===== src/rtl/snn_pkg.sv =====
// Shared types and constants for the SNN input path.
//   loader_state_t : image_loader FSM states
//   IMG_BITS       : pixels per input image (one bit each)
package snn_pkg;

  typedef enum logic [2:0] {
    IDLE      = 3'd0,
    WRITE     = 3'd1,
    WAIT_BYTE = 3'd2,
    START     = 3'd3,
    RUN       = 3'd4
  } loader_state_t;

  localparam int IMG_BITS      = 784;
  localparam int BITS_PER_BYTE = 8;

endpackage


===== src/rtl/image_loader_if.sv =====
// Signal bundle around image_loader: UART RX byte strobe, input-RAM write
// port, snn_core start/done handshake and status pulses.
//   slave  : the loader side (consumes rx/done, drives RAM and status)
//   master : the environment side (UART RX, RAM, snn_core)
interface image_loader_if #(
  parameter int ADDR_W = 10
);
  import snn_pkg::*;

  logic              rx_rdy;
  logic [7:0]        rx_data;
  logic              ram_we;
  logic [ADDR_W-1:0] ram_addr;
  logic              ram_wdata;
  logic              start;
  logic              done;
  logic              busy;
  logic              frame_err;
  logic              overrun;

  modport slave (
    input  rx_rdy, rx_data, done,
    output ram_we, ram_addr, ram_wdata, start, busy, frame_err, overrun
  );

  modport master (
    output rx_rdy, rx_data, done,
    input  ram_we, ram_addr, ram_wdata, start, busy, frame_err, overrun
  );

endinterface


===== src/rtl/image_loader_serializer.sv =====
// byte_serializer: 8-bit shift register with a 3-bit bit counter.
//   clk, rst : system clock, async active-high reset
//   load     : capture data, bit counter -> 0 (priority over shift)
//   shift    : move to the next bit, bit counter + 1
//   data     : byte to serialize
//   bit_out  : current bit (registered)
//   bit_cnt  : index of the current bit
//   last     : current bit is bit 7
module byte_serializer
  import snn_pkg::*;
(
  input  logic       clk,
  input  logic       rst,
  input  logic       load,
  input  logic       shift,
  input  logic [7:0] data,
  output logic       bit_out,
  output logic [2:0] bit_cnt,
  output logic       last
);

  logic [7:0] sh;
  logic [2:0] cnt;

  // Zero-fill on shift: once a byte has been fully shifted out the register
  // reads 0, so bit_out is already 0 whenever no write is in progress.
  always_ff @(posedge clk or posedge rst) begin
    if (rst) begin
      sh  <= '0;
      cnt <= '0;
    end else if (load) begin
      sh  <= data;
      cnt <= '0;
    end else if (shift) begin
      sh  <= {1'b0, sh[7:1]};
      cnt <= cnt + 3'd1;
    end
  end

  assign bit_out = sh[0];
  assign bit_cnt = cnt;
  assign last    = (cnt == 3'd7);

endmodule


===== src/rtl/image_loader.sv =====
// image_loader: unpacks UART bytes LSB-first into the 1-bit input-image RAM,
// fires start to snn_core after the last bit and locks out new data until
// done. Aborts a partial frame after TIMEOUT_CYC idle cycles.
//   clk, rst : system clock, async active-high reset
//   bus      : image_loader_if.slave
//     rx_rdy/rx_data    byte strobe and data from UART RX
//     ram_we/addr/wdata input-RAM write port (addr/wdata 0 when idle)
//     start / done      one-cycle handshake with snn_core
//     busy              first byte of a frame until done
//     frame_err         pulse on inter-byte timeout
//     overrun           pulse when a received byte is dropped
//
// state     | meaning
// IDLE      | no frame in progress, byte count 0
// WRITE     | writing bits 0..7 of the current byte
// WAIT_BYTE | partial frame, waiting for the next byte (timeout running)
// START     | start pulse to snn_core
// RUN       | core busy, incoming bytes dropped
module image_loader
  import snn_pkg::*;
#(
  parameter int NUM_BYTES   = 98,
  parameter int ADDR_W      = 10,
  parameter int TIMEOUT_CYC = 1_000_000
) (
  input  logic          clk,
  input  logic          rst,
  image_loader_if.slave bus
);

  localparam int BC_W  = $clog2(NUM_BYTES);
  localparam int TMO_W = (TIMEOUT_CYC > 1) ? $clog2(TIMEOUT_CYC) : 1;

  loader_state_t state, state_n;
  logic [BC_W-1:0]  byte_cnt, byte_cnt_n;
  logic [TMO_W-1:0] tmo, tmo_n;
  logic [7:0]       holder, holder_n;
  logic             hold_full, hold_full_n;

  logic       ser_load, ser_shift, ser_bit, ser_last;
  logic [2:0] ser_cnt, bit_cnt_n;
  logic       avail, drop, err_n, lockout;
  logic [7:0] src_byte;

  logic              ram_we_q, ram_wdata_unused;
  logic [ADDR_W-1:0] ram_addr_q;
  logic              start_q, busy_q, frame_err_q, overrun_q;

  // A byte arriving this cycle is usable immediately, so an idle FSM starts
  // writing one cycle after rx_rdy and a byte landing on the last bit cycle
  // continues the WRITE without a gap.
  assign avail    = hold_full | bus.rx_rdy;
  assign src_byte = hold_full ? holder : bus.rx_data;
  assign lockout  = (state == START) || (state == RUN);

  byte_serializer u_ser (
    .clk     (clk),
    .rst     (rst),
    .load    (ser_load),
    .shift   (ser_shift),
    .data    (src_byte),
    .bit_out (ser_bit),
    .bit_cnt (ser_cnt),
    .last    (ser_last)
  );

  always_ff @(posedge clk or posedge rst) begin
    if (rst) begin
      state     <= IDLE;
      byte_cnt  <= '0;
      tmo       <= '0;
      holder    <= '0;
      hold_full <= 1'b0;
    end else begin
      state     <= state_n;
      byte_cnt  <= byte_cnt_n;
      tmo       <= tmo_n;
      holder    <= holder_n;
      hold_full <= hold_full_n;
    end
  end

  always_comb begin
    state_n    = state;
    byte_cnt_n = byte_cnt;
    tmo_n      = tmo;
    ser_load   = 1'b0;
    ser_shift  = 1'b0;
    err_n      = 1'b0;
    case (state)
      IDLE: begin
        if (avail) begin
          state_n  = WRITE;
          ser_load = 1'b1;
        end
      end
      WRITE: begin
        if (!ser_last) begin
          ser_shift = 1'b1;
        end else if (byte_cnt == BC_W'(NUM_BYTES - 1)) begin
          byte_cnt_n = '0;
          ser_shift  = 1'b1;
          state_n    = START;
        end else begin
          byte_cnt_n = byte_cnt + 1'b1;
          if (avail) begin
            ser_load = 1'b1;
          end else begin
            ser_shift = 1'b1;
            state_n   = WAIT_BYTE;
            tmo_n     = TMO_W'(TIMEOUT_CYC - 1);
          end
        end
      end
      WAIT_BYTE: begin
        // A byte on the expiry cycle wins over the timeout.
        if (avail) begin
          state_n  = WRITE;
          ser_load = 1'b1;
          tmo_n    = '0;
        end else if (tmo == '0) begin
          state_n    = IDLE;
          byte_cnt_n = '0;
          err_n      = 1'b1;
        end else begin
          tmo_n = tmo - 1'b1;
        end
      end
      START: state_n = RUN;
      RUN: begin
        if (bus.done) state_n = IDLE;
      end
      default: state_n = IDLE;
    endcase
  end

  // Holding register: refilled when empty or when the FSM drains it this
  // cycle; a byte taken straight from rx_data never touches it.
  always_comb begin
    holder_n    = holder;
    hold_full_n = hold_full & ~(ser_load & hold_full);
    drop        = 1'b0;
    if (bus.rx_rdy) begin
      if (lockout) begin
        drop = 1'b1;
      end else if (ser_load && !hold_full) begin
        hold_full_n = 1'b0;
      end else if (!hold_full || ser_load) begin
        holder_n    = bus.rx_data;
        hold_full_n = 1'b1;
      end else begin
        drop = 1'b1;
      end
    end
  end

  assign bit_cnt_n        = ser_load ? 3'd0 : ser_cnt + 3'd1;
  assign ram_wdata_unused = 1'b0;

  always_ff @(posedge clk or posedge rst) begin
    if (rst) begin
      ram_we_q    <= 1'b0;
      ram_addr_q  <= '0;
      start_q     <= 1'b0;
      busy_q      <= 1'b0;
      frame_err_q <= 1'b0;
      overrun_q   <= 1'b0;
    end else begin
      ram_we_q    <= (state_n == WRITE);
      ram_addr_q  <= (state_n == WRITE) ? ADDR_W'({byte_cnt_n, bit_cnt_n}) : '0;
      start_q     <= (state_n == START);
      busy_q      <= (state_n != IDLE);
      frame_err_q <= err_n;
      overrun_q   <= drop;
    end
  end

  assign bus.ram_we    = ram_we_q;
  assign bus.ram_addr  = ram_addr_q;
  assign bus.ram_wdata = ser_bit | ram_wdata_unused;
  assign bus.start     = start_q;
  assign bus.busy      = busy_q;
  assign bus.frame_err = frame_err_q;
  assign bus.overrun   = overrun_q;

endmodule


===== src/flat_wrapper.sv =====
// flat-port wrapper written by rule: the top's interface ports become plain ports
module image_loader_flat import snn_pkg::*;
#(
  parameter int NUM_BYTES   = 98,
  parameter int ADDR_W      = 10,
  parameter int TIMEOUT_CYC = 1_000_000
)
  (clk, rst, bus_rx_rdy, bus_rx_data, bus_done, bus_ram_we, bus_ram_addr, bus_ram_wdata, bus_start, bus_busy, bus_frame_err, bus_overrun);
  image_loader_if #(.ADDR_W(ADDR_W)) bus_i ();
  input  logic clk;
  input  logic rst;
  input wire logic [$bits(bus_i.rx_rdy)-1:0] bus_rx_rdy;
  input wire logic [$bits(bus_i.rx_data)-1:0] bus_rx_data;
  input wire logic [$bits(bus_i.done)-1:0] bus_done;
  output wire logic [$bits(bus_i.ram_we)-1:0] bus_ram_we;
  output wire logic [$bits(bus_i.ram_addr)-1:0] bus_ram_addr;
  output wire logic [$bits(bus_i.ram_wdata)-1:0] bus_ram_wdata;
  output wire logic [$bits(bus_i.start)-1:0] bus_start;
  output wire logic [$bits(bus_i.busy)-1:0] bus_busy;
  output wire logic [$bits(bus_i.frame_err)-1:0] bus_frame_err;
  output wire logic [$bits(bus_i.overrun)-1:0] bus_overrun;
  assign bus_i.rx_rdy = bus_rx_rdy;
  assign bus_i.rx_data = bus_rx_data;
  assign bus_i.done = bus_done;
  assign bus_ram_we = bus_i.ram_we;
  assign bus_ram_addr = bus_i.ram_addr;
  assign bus_ram_wdata = bus_i.ram_wdata;
  assign bus_start = bus_i.start;
  assign bus_busy = bus_i.busy;
  assign bus_frame_err = bus_i.frame_err;
  assign bus_overrun = bus_i.overrun;
  image_loader #(.NUM_BYTES(NUM_BYTES), .ADDR_W(ADDR_W), .TIMEOUT_CYC(TIMEOUT_CYC)) u_core (.clk(clk), .rst(rst), .bus(bus_i));
endmodule

===== config.mk =====
export PLATFORM = sky130hd
export DESIGN_NAME = image_loader_flat
export DESIGN_NICKNAME = d
export VERILOG_FILES = /design/src/rtl/snn_pkg.sv /design/src/rtl/image_loader_if.sv /design/src/rtl/image_loader_serializer.sv /design/src/rtl/image_loader.sv /design/src/flat_wrapper.sv
export SDC_FILE = /design/constraint.sdc
export NUM_CORES = 1
export LEC_CHECK = 0
export CORE_UTILIZATION = 60
export CTS_BUF_LIST = sky130_fd_sc_hd__clkbuf_4 sky130_fd_sc_hd__clkbuf_8
export CTS_CLUSTER_DIAMETER = 150
export DETAILED_ROUTE_END_ITERATION = 12
export PLACE_DENSITY_LB_ADDON = 0.25
export SYNTH_ARGS = -nofsm -noshare
export SYNTH_HDL_FRONTEND = slang
export SYNTH_SLANG_ARGS = --single-unit

===== constraint.sdc =====
create_clock -name clk -period 5.2 [get_ports clk]
set_clock_uncertainty 0.2 [all_clocks]
set_input_delay 1.04 -clock clk [delete_from_list [all_inputs] [get_ports clk]]
set_output_delay 1.04 -clock clk [all_outputs]
set_load 0.05 [all_outputs]

# After elaboration in Yosys (flattened, before gate mapping)
# Index checks and enable logic that the tools add are counted.
# totals
reg_bits	65
inputBits	12
output_inout_bits	16
# classes
add_sub_neg	3
n_eq_ne	12
n_mux	45
bitwise_logic	6
reduce_logical	12
# ops
op	count
$mux W20	5
$pmux W20 S2	1
$mux W3	10
$mux W7	4
$mux W8	3
$logic_not A20 Y1	1
$sub A20 B1 Y20 const B	1
$mux W1	18
$pmux W3 S5	1
$pmux W7 S2	1
$mux W10	1
$eq A3 B2 Y1 const B	3
$add A7 B1 Y7 const B	1
$eq A7 B7 Y1 const B	1
$eq A3 B1 Y1 const B	2
$eq A3 B3 Y1 const B	2
$reduce_and A5 Y1	1
$ne A2 B2 Y1 const B	2
$reduce_and A4 Y1	1
$reduce_bool A2 Y1	2
$add A3 B1 Y3 const B	1
$logic_not A3 Y1	1
$ne A3 B2 Y1 const B	1
$not A1 Y1	3
other kinds (9)	11

# Depth between registers and ports, before layout
# Gate-level depths: netlist (run 1).
# depth
depth_word	12
mapped_depth	8
ltp_nobuf	8

# Hierarchy
# From an unflattened synthesis (run 1), not the netlist that was laid out.
# hier_totals
hier_cells	384
hier_area_um2	3579.7
# by_module_without_submodules
mod	instances	cells_each	area_each_um2	seq_area_each_um2
image_loader	1	337	3065.4	1351.3
byte_serializer	1	47	514.2	275.3

# Least setup slack after synthesis (run 1)
# Ideal clock, no wire load.
# synth_path
path_type	input port to flip-flop
start	in bus_rx_rdy
end	reg u_core.holder[0]
setup_ns	0.127
arrival_time_ns	2.501
path_slack_ns	2.372
path_stages	6
path_buffers	1
cell_sequence	nor2_1 -> buf_2 -> nor3_2 -> a21oi_4 -> mux2i_4 -> mux2_1
# synth_via
elab_chain_len	8
elab_cells_between_ends	9
cone_classes	mux (4); bitwise (2); reduce/logical (3)
# synth_rtl
element	line_no	text
from (decl)	flat_wrapper.sv:12	input wire logic [$bits(bus_i.rx_rdy)-1:0] bus_rx_rdy;
$or A1 B1 Y1	image_loader.sv:52	assign avail = hold_full | bus.rx_rdy;
$mux W1	image_loader.sv:92, image_loader.sv:106, image_loader.sv:117	
$mux W1	image_loader.sv:100	end else if (byte_cnt == BC_W'(NUM_BYTES - 1)) begin
$mux W1	image_loader.sv:98	if (!ser_last) begin
$pmux W1 S2	image_loader.sv:90	case (state)
$logic_and A1 B1 Y1	image_loader.sv:146	end else if (ser_load && !hold_full) begin
$not A1 Y1 (no source line)	--	
$reduce_and A4 Y1 (no source line) *	--	
to (signal assigned)	image_loader.sv:78	holder <= holder_n;
to (decl)	image_loader.sv:37	logic [7:0] holder, holder_n;
# Every way passes the cells marked *; elsewhere a longest branch is shown, timed or not.
# A chain may end at the register's enable or synchronous reset.

# Worst setup path after layout (run 1)
# Same ends and word-level chain as after synthesis.

==> results of run 1 <==
[critical path: cells and delay by family]
| kind | cells | cell delay [ns] |
|---|---|---|
| AO/OA/AOI/OAI | 1 | 0.49 |
| buffers and inverters | 1 | 0.49 |
| multiplexers | 2 | 0.89 |
| AND/OR/NAND/NOR | 2 | 0.77 |
[per-layer routing]
metal / track usage / wire length (um) / up-vias
met4: 0.137 / 138 / 0
li1: - / - / 1313
met2: 0.426 / 3500 / 90
met1: 0.390 / 3540 / 1360
met5: 0 / 0 / -
met3: 0.0523 / 306 / 13
[final cells by class]
| cell class | count | area, sq um |
|---|---|---|
| multi-input cells | 248 | 1750 |
| flip-flops and latches | 65 | 1630 |
| fillers | 405 | 1530 |
| repair buffers | 29 | 285 |
| clock buffers | 11 | 145 |
| clock inverters | 5 | 103 |
| well taps | 72 | 90.1 |
| inverters | 9 | 46.3 |
[final timing paths]
path	startpoint	end	slack [ns]	cells past startpoint
max	bus_rx_rdy	u_core.holder[0]$_DFFE_PP0P_	1.55	6
min	u_core.u_ser.bit_cnt[0]$_DFFE_PP0P_	u_core.bus.ram_addr[0]$_DFF_PP0_	0.28	1
max in group asynchronous	rst	u_core.bus.ram_addr[8]$_DFF_PP0_	2.99	3
min in group asynchronous	rst	u_core.bus.frame_err$_DFF_PP0_	0.88	2
min reg2reg	u_core.u_ser.bit_cnt[0]$_DFFE_PP0P_	u_core.bus.ram_addr[0]$_DFF_PP0_	0.28	1
max reg2reg	u_core.hold_full$_DFF_PP0_	u_core.holder[0]$_DFFE_PP0P_	2.15	5
[per-stage QoR]
step	util	cell area, sq um	setup slack, ns
after floorplan	-	3490	2.33
after global placement	0.681	3800	1.28
after detailed placement	0.681	3800	1.22
after CTS	0.726	4050	1.58
after global routing	0.726	4050	1.40
final	0.726	4050	1.55
[cell families (layout without fill, tap and decap cells)]
kind of cell	count (synthesis)	in the layout	share of synthesized area
AND/OR/NAND/NOR	128	128	0.221
multiplexers	29	29	0.0995
flip-flops	65	65	0.465
AO/OA/AOI/OAI	86	86	0.162
adder cells (fa/ha/maj)	5	5	0.0179
buffers and inverters	24	54	0.0340
[where the power goes]
part           leakage (uW)  switching (uW)  internal [uW]
sequential         0.000826             135            658
clock              0.000123             192            336
combinational      0.000807             445            361
[cell usage after synthesis, drive strengths merged, types with 3 or more instances]
library cell,n,area (sq um)
dfrtp,65,1630
nand2,29,109
o21ai,26,130
a21oi,21,124
mux2,15,195
mux2i,14,153
nor3,14,95.1
nor2,13,48.8
nand4,10,62.6
or3,10,77.6
and2,9,56.3
clkbuf,9,33.8
nand3,9,45.0
inv,8,30.0
buf,6,38.8
nor4,6,50.0
o22a,6,52.6
a21boi,5,37.5
a31oi,5,31.3
ha,5,62.6
nand2b,5,31.3
a21o,4,30.0
or2,4,25.0
or4,4,30.0
a221oi,3,26.3
nor4b,3,41.3
[cell usage in the layout, fill, tap and decap left out, drive strengths merged, types with 5 or more instances in the layout]
cell type      synthesis  layout
nand2b                 5       5
nor3                  14      14
mux2i                 14      14
or3                   10      10
mux2                  15      15
a31oi                  5       5
o21ai                 26      26
a21oi                 21      21
inv                    8       8
nor4                   6       6
nand2                 29      29
clkdlybuf4s50          0      27
o22a                   6       6
clkbuf                 9      11
dfrtp                 65      65
nand4                 10      10
nor2                  13      13
ha                     5       5
nand3                  9       9
a21boi                 5       5
and2                   9       9
[flip-flops by register name, summed over array words and instances, names as in the netlist]
signal and count:
u_core.bus.frame_err 1, u_core.bus.ram_we 1, u_core.tmo 20, u_core.bus.overrun 1, u_core.state 3, u_core.byte_cnt 7
u_core.u_ser.bit_cnt 3, u_core.u_ser.sh 8, u_core.bus.ram_addr 10, u_core.bus.busy 1, u_core.holder 8, u_core.hold_full 1
u_core.bus.start 1
==> results.toml, run 1 <==
[timing]
fin_crit_sh = 0.702
relSlewSlack = 0.351
whs_ns = 0.276
setup_viol = 0
hold_viol_final = 0
fmax_ghz = 0.274
rsz0062_at_grt = "no"
post-route-min-period_ns = 3.65
fin_setup_tns_ns = 0
worst_slew_pin_slew_ns = 0.970
drv_slew = 0

[place]
dpl.hpwl_um = 5020
placed_cells = 423
gp_congestion = 0.883
port_buffers = 27

[run_status]
outcome = "finished clean"

[clocking]
ctsResizeCount = 0
clock_path_buffers = 2
cts_root_buf = "clkbuf_8"
cts_tree = "yes"
cts_setup_buffers = 0
clkSlewWorstSetupHoldPaths_ns = 0.07
cts-buffers-inserted = 9
cts_hold_buffers = 0
clk_latency_ns = 0.34
cts_sinks = 65
cts-htree-levels = 3

[worst_setup_path]
critical_path_class = "in -> reg"
critPathMaxStageDelay_ns = 0.66
path_max_fanout = 14
path_cells = "clkdlybuf4s50_1, nor2_1, nor4_2, a21oi_4, mux2i_4, mux2_1"
cp.arrival_ns = 3.68
cp-end-kind = "flop"
cp_slowest_cell = "nor2_1"
startpoint_type = "primary input"
required_ns = 5.23

[pwr]
power_uw = 2130
vdd_drop_max_mv = 0.344
power.density_nw_per_um2 = 526
p_leak_uw = 0.00176

[logic_synthesis]
synth_warnings = 0
synth_area_sq_um = 3490
synth_area_per_cell_sq_um = 10.4
synth.distinct_cells = 61
synth_cells = 337
synth_seq_cells = 65
synth_edf_count = 0
ys.flop_type = "dfrtp_1"
synth_fp_nets = 354
ys_seq_area_frac = 0.465
async_flop_share = 1.00

[route]
vias = 2776
wl_per_cell_um = 17.0
wirelength_um = 7480
ant_nets = 0
drt-initial-drc-count = 206
drc = 0
firstDrtPassIters = 5
vias_per_cell = 6.32

[floorplanning]
io_pins = 28
die-area_sq_um = 6130
rows = 27
die_w_um = 78.3
die_height_um = 78.3
coreArea_sq_um = 5570
start_util = 0.627

[global_route]
grt_pass1_wl_um = 13300
first_global_vias = 2731
grt_use_total = 0.281
grt_max_degree = 39
antenna_found_initial = 0
grt_overflow = 0

[final_layout]
nets = 379
final_cells = 439
drive_gt1_frac = 0.144
area_growth_pct = 15.8
antennaDiodeCount = 0

[run]
cap_violations = 0

[min_path]
min_path_type = "reg -> reg"
No activity file was read; power rests on OpenSTA's default activity.
==> inputs of run 2 (changes only) <==
==> constraint.sdc (replaced) <==
create_clock -name clk -period 3.7 [get_ports clk]
set_clock_uncertainty 0.2 [all_clocks]
set_input_delay 0.74 -clock clk [delete_from_list [all_inputs] [get_ports clk]]
set_output_delay 0.74 -clock clk [all_outputs]
set_load 0.05 [all_outputs]
==> run 2 against run 1 <==
Against the previous run: cell count is 0.91% higher; sequential share of layout area is 0.12 points higher; combinational power is 43% higher; critical endpoint is now u_core.tmo[13]$_DFFE_PP0P_; largest cell class unchanged.
==> results.toml, run 2 (synthesis results as in run 1) <==
[run]
cap_violations = 0

[timing]
fin_crit_sh = 0.788
drv_slew = 0
fin_setup_tns_ns = 0
setup_ws_ns = 0.784
relSlewSlack = 0.363
rsz0062_at_grt = "no"
worst_slew_pin_slew_ns = 0.952
post-route-min-period_ns = 2.92
setup_viol = 0
hold_viol_final = 0
fmax_ghz = 0.343

[min_path]
min_path_type = "reg -> reg"

[clocking]
cts_root_buf = "clkbuf_8"
clk_latency_ns = 0.34
clkSlewWorstSetupHoldPaths_ns = 0.08
cts-buffers-inserted = 9
cts_sinks = 65
cts_hold_buffers = 0
cts-htree-levels = 3
cts_tree = "yes"
ctsResizeCount = 0
clock_path_buffers = 2
cts_setup_buffers = 0

[final_layout]
final_cell_mix = "65 x dfrtp_1, 29 x nand2_1, 27 x clkdlybuf4s50_1"
nets = 383
regArea_sq_um = 1630
layout_commonest_cell = "dfrtp_1"
largest_reg_flops = 20
drive_gt1_frac = 0.154
final_cells = 443
fillers = 419
antennaDiodeCount = 0
area_growth_pct = 15.4
multi_input_area_sq_um = 1750
top_register = "u_core.tmo"

[floorplanning]
start_util = 0.627
coreArea_sq_um = 5570
die_w_um = 78.3
die-area_sq_um = 6130
die_height_um = 78.3
rows = 27
io_pins = 28

[route]
vias_per_cell = 6.33
maxUsedRoutingLayer = "met4"
drt-initial-drc-count = 248
drc = 0
wl_per_cell_um = 17.2
vias = 2805
firstDrtPassIters = 5
wl_met3_um = 392
ant_nets = 0
met1_length_um = 3420
wl_met2_um = 3670
wirelength_um = 7620

[place]
dpl.hpwl_um = 5250
gp_congestion = 0.904
placed_cells = 427
pre_cts_slack_ns = 0.716
port_buffers = 27

[worst_setup_path]
startpoint_type = "flop"
required_ns = 3.78
cp-end-kind = "flop"
critical_path_class = "reg -> reg"
cp.arrival_ns = 2.99
path_max_fanout = 16

[pwr]
power.density_nw_per_um2 = 716
p_leak_uw = 0.00175
vdd_drop_max_mv = 0.504

[global_route]
grt_max_degree = 39
grt_pass1_wl_um = 13000
first_global_vias = 2688
grt_overflow = 0
antenna_found_initial = 0
grt_use_total = 0.276

[run_status]
outcome = "finished clean"
## run 2: cell count changes in the layout (fill, tap and decap cells not counted)
cell | before | now
buf_4 | 2 | 6
bufinv_16 | 3 | 1
clkinv_4 | 0 | 2
clkbuf_4 | 1 | 0
clkinvlp_4 | 1 | 2
## run 2: layer usage
metal  track usage  vias to the layer above
met1         0.394                     1349
li1              -                     1328
met2         0.420                      113
met5             0                        -
met3        0.0430                       15
met4         0.113                        0
## run 2: final timing paths
path / startpoint / end / slack (ns) / cells after the start
max: u_core.u_ser.bit_cnt[0]$_DFFE_PP0P_ / u_core.tmo[13]$_DFFE_PP0P_ / 0.78 / 7
min: u_core.u_ser.bit_cnt[0]$_DFFE_PP0P_ / u_core.bus.ram_addr[0]$_DFF_PP0_ / 0.29 / 1
max reg2reg: u_core.u_ser.bit_cnt[0]$_DFFE_PP0P_ / u_core.tmo[13]$_DFFE_PP0P_ / 0.78 / 7
min reg2reg: u_core.u_ser.bit_cnt[0]$_DFFE_PP0P_ / u_core.bus.ram_addr[0]$_DFF_PP0_ / 0.29 / 1
max in group asynchronous: rst / u_core.bus.ram_we$_DFF_PP0_ / 1.92 / 3
min in group asynchronous: rst / u_core.tmo[12]$_DFFE_PP0P_ / 0.65 / 2
## run 2: critical path: stages, from the launching register on
cell	delay (ns)
dfrtp_1	0.39
ha_1	0.17
ha_1	0.43
nand4bb_1	0.26
a21oi_2	0.41
a21oi_2	0.30
or4_1	0.53
a21boi_1	0.14
## run 2: final cells by class
type | count | area share
repair buffers | 33 | 0.0782
inverters | 9 | 0.0115
multi-input cells | 248 | 0.434
well taps | 72 | 0.0223
clock inverters | 6 | 0.0168
clock buffers | 10 | 0.0341
flip-flops and latches | 65 | 0.403
## run 2: stage by stage
step	hold slack, ns	area, sq um	utilization	total power [uW]
after floorplan	0.238	3490	-	1980
after global placement	0.261	3830	0.687	2210
after detailed placement	0.278	3830	0.687	2270
after CTS	0.286	4030	0.723	2890
after global routing	0.320	4030	0.723	3050
final	0.288	4030	0.723	2890
## run 2: report_power, final
| part | leakage [uW] | switching, uW | internal [uW] |
|---|---|---|---|
| Combinational | 0.000825 | 634 | 518 |
| Sequential | 0.000826 | 194 | 925 |
| Clock | 0.0000985 | 288 | 330 |
| Total | 0.00175 | 1120 | 1770 |
==> inputs of run 3 (changes only) <==
--- a/config.mk
+++ b/config.mk
@@ -5,7 +5,7 @@
 export SDC_FILE = /design/constraint.sdc
 export NUM_CORES = 1
 export LEC_CHECK = 0
-export CORE_UTILIZATION = 60
+export CORE_UTILIZATION = 54
 export CTS_BUF_LIST = sky130_fd_sc_hd__clkbuf_4 sky130_fd_sc_hd__clkbuf_8
 export CTS_CLUSTER_DIAMETER = 150
 export DETAILED_ROUTE_END_ITERATION = 12
==> constraint.sdc (replaced) <==
create_clock -name clk -period 2.5 [get_ports clk]
set_clock_uncertainty 0.2 [all_clocks]
set_input_delay 0.5 -clock clk [delete_from_list [all_inputs] [get_ports clk]]
set_output_delay 0.5 -clock clk [all_outputs]
set_load 0.05 [all_outputs]
==> run 3 against run 2 <==
Against the previous run: die area rose by 11%; via count up 1.6%; wire length increased by 1.2%; clock power rose by 38%; critical endpoint is now u_core.tmo[10]$_DFFE_PP0P_; first-iteration DRC count fell by 26%.
==> results.toml, run 3 (synthesis results as in run 1) <==
[worst_setup_path]
path_cells = "inv_1, ha_1, buf_4, nor4b_1, nand4_1, or3_4, clkinv_8, buf_4, nor3_2, mux2i_1"
r2r-end = "u_core.tmo[10]$_DFFE_PP0P_"
cp.arrival_ns = 2.37
timing.critical_path.buf_inv = 4
path_max_fanout = 9
crit_start = "u_core.tmo[0]$_DFFE_PP0P_"
cp-end-kind = "flop"
required_ns = 2.53
reg2reg_depth = 10
critPathMaxStageDelay_ns = 0.43
startpoint_type = "flop"
cp_common_cell = "buf_4"
cp_slowest_cell = "dfrtp_1"
r2r-start = "u_core.tmo[0]$_DFFE_PP0P_"
cpLargestDelayFamily = "simple AND/OR/NAND/NOR gates"
worst-r2r-setup-slack_ns = 0.16
critical_path_class = "reg -> reg"

[final_layout]
final_cell_mix = "65 x dfrtp_1, 31 x buf_4, 29 x nand2_1"
layout_commonest_cell = "dfrtp_1"
drive_gt1_frac = 0.216
nets = 410
top_register = "u_core.tmo"
fin_util = 0.698
largest_reg_flops = 20
antennaDiodeCount = 0
area_growth_pct = 21.7
final_area_sq_um = 4250
fillers = 496

[place]
pre_cts_slack_ns = -0.169
dpl.hpwl_um = 5310
place_area_sq_um = 4040
gp_congestion = 0.878
port_buffers = 27

[global_route]
grt_pass1_wl_um = 13000
grt_max_degree = 66
grt_overflow = 0
grt_use_total = 0.260
first_global_vias = 2775
antenna_found_initial = 0

[floorplanning]
rows = 28
start_util = 0.573
die-area_sq_um = 6800
coreArea_sq_um = 6100
die_w_um = 82.4
io_pins = 28
die_height_um = 82.4

[timing]
setup_ws_ns = 0.158
hold_viol_final = 0
worst_slew_pin_slew_ns = 0.588
relSlewSlack = 0.607
fmax_ghz = 0.427
whs_ns = 0.262
fin_crit_sh = 0.937
post-route-min-period_ns = 2.34
rsz0062_at_grt = "no"
drv_slew = 0
setup_viol = 0

[clocking]
clk_latency_ns = 0.35
cts_tree = "yes"
cts_root_buf = "clkbuf_8"
cts-buffers-inserted = 9
cts_hold_buffers = 0
cts-htree-levels = 3
clock_path_buffers = 2
clkSlewWorstSetupHoldPaths_ns = 0.08
cts_sinks = 65

[route]
drt-initial-drc-count = 183
drc = 0
vias = 2851
ant_nets = 0
wirelength_um = 7710
firstDrtPassIters = 4
vias_per_cell = 6.03
wl_per_cell_um = 16.3

[min_path]
min_path_cells = 1
hold_end = "u_core.bus.ram_addr[0]$_DFF_PP0_"
min_from = "u_core.u_ser.bit_cnt[0]$_DFFE_PP0P_"
min_path_type = "reg -> reg"

[pwr]
p_leak_uw = 0.00189
power.density_nw_per_um2 = 1020
vdd_drop_max_mv = 0.710

[run]
cap_violations = 0

[run_status]
outcome = "finished clean"
-- run 3: changes by cell type in the layout (fill, tap and decap cells not counted), sizes merged --
cell | before | now
buf | 6 | 33
clkinvlp | 2 | 1
clkbuf | 10 | 14
clkinv | 4 | 2
bufinv | 1 | 0
-- run 3: worst max path at each step --
stage                                                  end  depth (start not counted)
after floorplan                  u_core.bus.busy$_DFF_PP0_                          1
after global placement        u_core.holder[5]$_DFFE_PP0P_                          8
after detailed placement      u_core.holder[2]$_DFFE_PP0P_                          8
after CTS                     u_core.holder[2]$_DFFE_PP0P_                          8
after global routing      u_core.bus.ram_addr[5]$_DFF_PP0_                          7
final                           u_core.tmo[10]$_DFFE_PP0P_                         10
-- run 3: layer usage --
metal / track usage / vias up / share of wire
met5: 0 / - / 0
met4: 0.105 / 0 / 0.014
met3: 0.0714 / 9 / 0.050
met2: 0.395 / 84 / 0.47
met1: 0.350 / 1384 / 0.46
li1: - / 1374 / -
-- run 3: cell type report --
| type | count | area, sq um | area share |
|---|---|---|---|
| multi-input combinational | 248 | 1760 | 0.413 |
| sequential | 65 | 1630 | 0.382 |
| timing repair buffer | 60 | 543 | 0.128 |
| clock buffer | 14 | 174 | 0.0409 |
| tap | 75 | 93.8 | 0.0221 |
| inverter | 9 | 46.3 | 0.0109 |
| clock inverter | 2 | 12.5 | 0.00294 |
-- run 3: repair_timing --
item	CTS	global route
setup endpoints to repair	0	17
buffers inserted	0	2
resized for setup	0	2
-- run 3: where the power goes --
group | switching, uW | total, uW | internal (uW)
logic | 993 | 1880 | 884
registers | 239 | 1610 | 1370
clock network | 409 | 856 | 447
total | 1640 | 4340 | 2700
-- run 3: stage by stage --
stage               setup TNS [ns]  instances  total power (uW)
floorplan                        0        337              2930
global placement             -1.42        455              3400
detailed placement           -2.78        455              3460
CTS                              0        471              4320
global route                     0        473              4600
finish                           0        473              4340
-- run 3: worst reg2reg max path, delay by kind of cell, from the launching register on --
kind / cells / cell delay (ns)
adder cells (fa/ha/maj): 1 / 0.18
buffers and inverters: 4 / 0.44
AND/OR/NAND/NOR: 4 / 0.85
flip-flops: 1 / 0.43
multiplexers: 1 / 0.11
